`src/rtl/bit_order_deserializer.sv`:
```
// Serial-to-parallel word assembler with selectable bit order and a
// one-entry valid/ready output buffer that flags dropped words.
module bit_order_deserializer #(
  parameter int WIDTH     = 8,
  parameter bit MSB_FIRST = 1'b1
) (
  input  logic                     clk,
  input  logic                     rst_n,
  input  logic                     clear,
  input  logic                     bit_in,
  input  logic                     bit_valid,
  output logic [WIDTH-1:0]         word_out,
  output logic                     word_valid,
  input  logic                     word_ready,
  output logic                     overflow,
  output logic [$clog2(WIDTH)-1:0] bit_count
);

  localparam int CW = $clog2(WIDTH);
  localparam logic [CW-1:0] LAST = CW'(WIDTH - 1);

  typedef enum logic {EMPTY, FULL} state_t;

  state_t           state;
  state_t           state_next;
  logic [WIDTH-1:0] shift_reg;
  logic [WIDTH-1:0] shift_next;
  logic             complete;
  logic             load;
  logic             drop;

  assign complete   = bit_valid && !clear && (bit_count == LAST);
  assign word_valid = (state == FULL);

  // The completed word includes the bit arriving on the completing edge.
  generate
    if (MSB_FIRST) begin : g_msb
      assign shift_next = {shift_reg[WIDTH-2:0], bit_in};
    end else begin : g_lsb
      assign shift_next = {bit_in, shift_reg[WIDTH-1:1]};
    end
  endgenerate

  always_comb begin
    state_next = state;
    load       = 1'b0;
    drop       = 1'b0;
    if (clear) begin
      state_next = EMPTY;
    end else begin
      case (state)
        EMPTY: begin
          if (complete) begin
            load       = 1'b1;
            state_next = FULL;
          end
        end
        FULL: begin
          if (complete) begin
            // A simultaneous handshake frees the slot for the new word.
            if (word_ready) load = 1'b1;
            else            drop = 1'b1;
          end else if (word_ready) begin
            state_next = EMPTY;
          end
        end
        default: state_next = EMPTY;
      endcase
    end
  end

  always_ff @(posedge clk or negedge rst_n) begin
    if (!rst_n) state <= EMPTY;
    else        state <= state_next;
  end

  always_ff @(posedge clk or negedge rst_n) begin
    if (!rst_n) begin
      shift_reg <= '0;
      bit_count <= '0;
      word_out  <= '0;
      overflow  <= 1'b0;
    end else if (clear) begin
      shift_reg <= '0;
      bit_count <= '0;
      overflow  <= 1'b0;
    end else begin
      if (bit_valid) begin
        shift_reg <= shift_next;
        bit_count <= complete ? '0 : bit_count + CW'(1);
      end
      if (load) word_out <= shift_next;
      if (drop) overflow <= 1'b1;
    end
  end

endmodule

```
`config.mk`:
```
export PLATFORM = sky130hd
export DESIGN_NAME = bit_order_deserializer
export DESIGN_NICKNAME = d
export VERILOG_FILES = /design/src/rtl/bit_order_deserializer.sv
export SDC_FILE = /design/constraint.sdc
export NUM_CORES = 1
export LEC_CHECK = 0
export CORE_MARGIN = 5
export CORE_UTILIZATION = 40
export DETAILED_ROUTE_END_ITERATION = 8
export HOLD_SLACK_MARGIN = 0.12
export PLACE_DENSITY = 0.69
export REMOVE_ABC_BUFFERS = 1
export SETUP_SLACK_MARGIN = 0.2
export SYNTH_ARGS = -nofsm -noshare
export SYNTH_HDL_FRONTEND = slang
export SYNTH_SLANG_ARGS = --single-unit
```
`constraint.sdc`:
```
create_clock -name clk -period 1.4 [get_ports clk]
set_input_delay 0.28 -clock clk [delete_from_list [all_inputs] [get_ports clk]]
set_output_delay 0.28 -clock clk [all_outputs]
set_load 0.005 [all_outputs]
```
Yosys cells after proc, flatten, opt, wreduce, memory -nomap -nowiden --
Cells that the tools add are included.
Storage, ports and cells: register bits after elaboration 20, bits of input ports 6, output and inout port bits 13, logic and storage cells 34
Cells by class: $add $sub $neg 1, eq/ne operators 1, muxes and demuxes 19, bitwise gates (word level) 2, reduce and logical (&&, ||, !) cells 6
Operators by type and width (number):
- 7-bit two-way mux | 2
- 1-bit two-way mux | 12
- 3-bit two-way mux | 3
- 1-bit case mux with 2 select lines | 2
- 2-bit nonzero test | 2
- 3-bit by 1-bit adder with 3-bit output, second input constant | 1
- 3-bit == test, second input constant | 1
- 1-bit logical AND | 2
- 1-bit inverter | 2
- 2-bit AND reduction | 1
- 1-bit logical NOT | 1

Logic depth before layout (Yosys ltp) --
depth after elaboration 8, mapped depth 5, gate-level depth less buffers 5

Worst setup path after synthesis --
No wires, ideal clock.
kind register -> register, from register bit_count[0], to register word_out[0], data arrival time 1447 ps, required time 1275 ps, setup slack -172 ps, cell stages (with the launch flop) 6, buffers on the path 0, clock period less this slack 1572 ps, path through dfrtp_1 ha_1 ha_1 nand2_1 nor3_4 mux2_2
Between the ends: word-level cells in the longest chain between the ends 6, elaborated cells on any way between the ends 7, classes of those cells 1 x eq/ne; 4 x mux; 2 x reduce/logical
RTL lines:
- from (decl) | RTL line 16 | output logic [$clog2(WIDTH)-1:0] bit_count
- from (signal assigned) | RTL line 90 | bit_count <= complete ? '0 : bit_count + CW'(1);
- 3-bit == test * | RTL line 32 | assign complete = bit_valid && !clear && (bit_count == LAST);
- 1-bit logical AND * | RTL line 32
- 1-bit two-way mux, on equally long branches | RTL line 59, 53
- 1-bit case mux with 2 select lines * | RTL line 51 | case (state)
- 1-bit two-way mux * | RTL line 48 | if (clear) begin
- 2-bit AND reduction (no line) *
- to (signal assigned) | RTL line 92 | if (load) word_out <= shift_next;
- to (decl) | RTL line 12 | output logic [WIDTH-1:0] word_out,
Every way passes the cells marked *; elsewhere a longest branch is shown, timed or not. A chain may end at the register's enable or synchronous reset.

Worst setup path after layout --
from register bit_count[0], to register word_out[4]
Same word-level chain as after synthesis.

==> summary.txt <==
Status
  – Status: complete, but fails checks
  – Failing checks: negative setup slack

Routing
  – Initial DRT Pass Iterations: 3
  – Final WL: ~1900 um
  – Routed Antenna Nets: 0
  – DRC Markers: 0
  – Vias per cell: around 4.8
  – Routed WL per cell: 15.35 um
  – Initial DRC Count: 3
  – Via Count: 596

Cells and area
  – Layout Nets: 108
  – Layout Cells excl Fill: 125
  – Area growth syn-to-layout: 49.54%
  – Share of cells above drive strength 1: 0.5102
  – Number of flip-flops in the largest register: 8
  – Final instance area: 0.001220 mm^2
  – Final antenna diode count: 0

Clocking
  – Clock buffer depth: 2
  – Clock sink total: 20
  – CTS clock-pin slew for the worst setup and hold paths: 0.11 ns
  – Clock latency on the worst-skew pair: approximately 0.30 ns
  – Root buffer cell: clkbuf_4
  – Htree depth: 1
  – Num CTS Buffers: 3
  – # hold bufs at CTS: 0
  – TritonCTS clock tree: built

Timing
  – Hold Vio Cnt, Final: 0
  – Setup repair after global routing missed its margin: true
  – Setup TNS: -0.8494 ns
  – Part of the cycle the worst path needs: 1.068
  – Min setup slack post-route: -0.09496 ns
  – Worst Tran Pin Value: 0.2673 ns
  – Hold slack: 0.3045 ns
  – Clock skew: 0.003148 ns
  – Slew Limit Fails: 0
  – Final setup viols: 11
  – Slew margin rel.: 0.8214
  – Tmin final: 1.495 ns
  – Highest Clock Rate: between 600 and 700 MHz

Floorplan
  – Die area: 0.003043 mm^2
  – Die height: 55.16 um
  – Initial Util: 0.4158
  – Std-Cell Rows: 16
  – Num ports: 19
  – Die width: 55.16 um
  – Core ar.: ~0.0020 mm^2

Setup path
  – Critical path launch point: bit_count[0]$_DFFE_PN0P_
  – Setup Crit Path Kind: reg -> reg
  – Reg2reg start: bit_count[0]$_DFFE_PN0P_
  – Worst r2r dst: word_out[4]$_DFFE_PN0P_
  – CP Max Fanout: 4
  – Worst reg-to-reg setup slack: -0.09 ns
  – CP Launch Type: flop
  – Reg2Reg Depth: 6
  – CP Data Required Time: 1.59 ns
  – Critical Path Sink Type: flop
  – Worst Path Arrival: about 1.7 ns
  – Setup crit end: word_out[4]$_DFFE_PN0P_

Power
  – Design Power: slightly below 1000 uW
  – Power per cell area: 787.8 mW/mm^2
  – Max VDD drop: 0.0005230 V
  – Leakage: 0.0006333 uW

Flow run
  – Max Cap Viol: 0

Logic synthesis
  – Syn_area_per_cell: 13.16 um^2
  – Yosys warning count: 0
  – Ys flop type: dfrtp_1
  – Synth top area cells: dfrtp_1 61%, mux2_2 11%, mux2i_1 9.8%, nor2_1 5.1%, ha_1 3.1%
  – Synthesis-stage register bit count: 20
  – Number of flops mapped to enable cells by yosys: 0
  – Sequential element share of the synthesized area: 0.6135
  – Cell count after synthesis: 62
  – Commonest cells in the netlist: 20 x dfrtp_1, 11 x nor2_1, 8 x mux2_2, 8 x mux2i_1, 3 x a21oi_1
  – Most common cell in the synthesized netlist: dfrtp_1
  – Synth area leader: dfrtp_1
  – Distinct cells, synth: 15
  – Post-synth ARST share: 1.000
  – Yosys top cell area share: 0.6135
  – Mapped cell area: approximately 800 um^2

Global route
  – Initial antenna violation count: 0
  – Grt ovf: 0
  – Largest net degree at the start of global routing: 21
  – First-pass GRT wire length: 2994 um
  – Vias in the first global route: 646
  – Total GRT Usage: 0.1466

Placement
  – Placed cells: ~110
  – GP Congestion: 0.7331
  – Dpl cell area: 0.001089 mm^2
  – DP Wirelength: 1194 um
  – I/O Buffers: 18

Worst hold path
  – Worst hold-check path type: in -> async
==> per-stage QoR <==
stage               utilization  worst slack [ns]
global route             0.6218           -0.1758
finish                   0.6218          -0.09496
floorplan                     -           -0.1722
CTS                      0.5963           -0.1066
detailed placement       0.5548           -0.2188
global placement         0.5548           -0.1991
==> power by group <==
part / internal (uW) / switching [uW]
registers: 585 / 5.87
clock network: 100 / 171
logic: 51.9 / 46.1
==> cell type report <==
type / count / area, um^2
fill: 169 / 742.0
sequential: 20 / 500.5
multi-input combinational: 39 / 385.4
timing repair buffer: 35 / 274.0
tap: 27 / 33.78
clock buffer: 3 / 22.52
inverter: 1 / 3.754
==> metal layers <==
layer | vias up | GRT usage | wire length, um
met4 | 0 | 0.04858 | 40
li1 | 284 | - | -
met1 | 288 | 0.1675 | 812
met5 | - | 0 | 0
met3 | 4 | 0.05898 | 133
met2 | 20 | 0.2480 | 933
==> placed cells by master (no fill, tap or decap) <==
master           instances
buf_2                    6
nand2_1                  1
buf_6                    7
clkdlybuf4s50_1          5
nor2_1                  10
a31oi_4                  1
ha_4                     1
buf_4                   12
nor2_2                   1
a21oi_1                  1
inv_1                    1
a21oi_2                  2
nor3_4                   1
mux2_4                   8
nand3b_1                 1
nor3b_2                  1
ha_2                     1
nor2b_1                  1
clkbuf_4                 3
mux2i_1                  8
nand2_4                  1
dfrtp_1                 20
clkbuf_2                 5
==> cells by family (layout without fill, tap and decap cells) <==
logic type,count (synthesis),count (layout),share of synthesized area
flops,20,20,0.6135
simple gates,17,17,0.1058
fa+ha+maj,2,2,0.03067
compound gates,4,4,0.02607
mux,16,16,0.2086
buf+inv,3,39,0.01532
==> what timing repair did <==
action,4_1_cts,5_1_grt
resized for setup,54,19
pin swaps,4,3
setup endpoints to repair,25,20
setup buffers,5,3
==> worst min path at each step <==
| stage | from | to | slack [ns] | cells past startpoint |
|---|---|---|---|---|
| final | rst_n | word_out[0]$_DFFE_PN0P_ | 0.30 | 2 |
| after global routing | rst_n | shift_reg[6]$_DFFE_PN0P_ | 0.31 | 2 |
| after CTS | rst_n | bit_count[0]$_DFFE_PN0P_ | 0.30 | 2 |
| after detailed placement | overflow$_DFFE_PN0P_ | overflow$_DFFE_PN0P_ | 0.49 | 2 |
| after global placement | overflow$_DFFE_PN0P_ | overflow$_DFFE_PN0P_ | 0.49 | 2 |
| after floorplan | rst_n | bit_count[0]$_DFFE_PN0P_ | -0.02 | 0 |
==> worst max-delay path, stage by stage (launching register included) <==
cell and delay (ns):
dfrtp_1 0.37, ha_2 0.20, ha_4 0.14, nand2_4 0.05, nor3_4 0.16, buf_6 0.16
mux2_4 0.30
(Power assumes the default switching activity.)
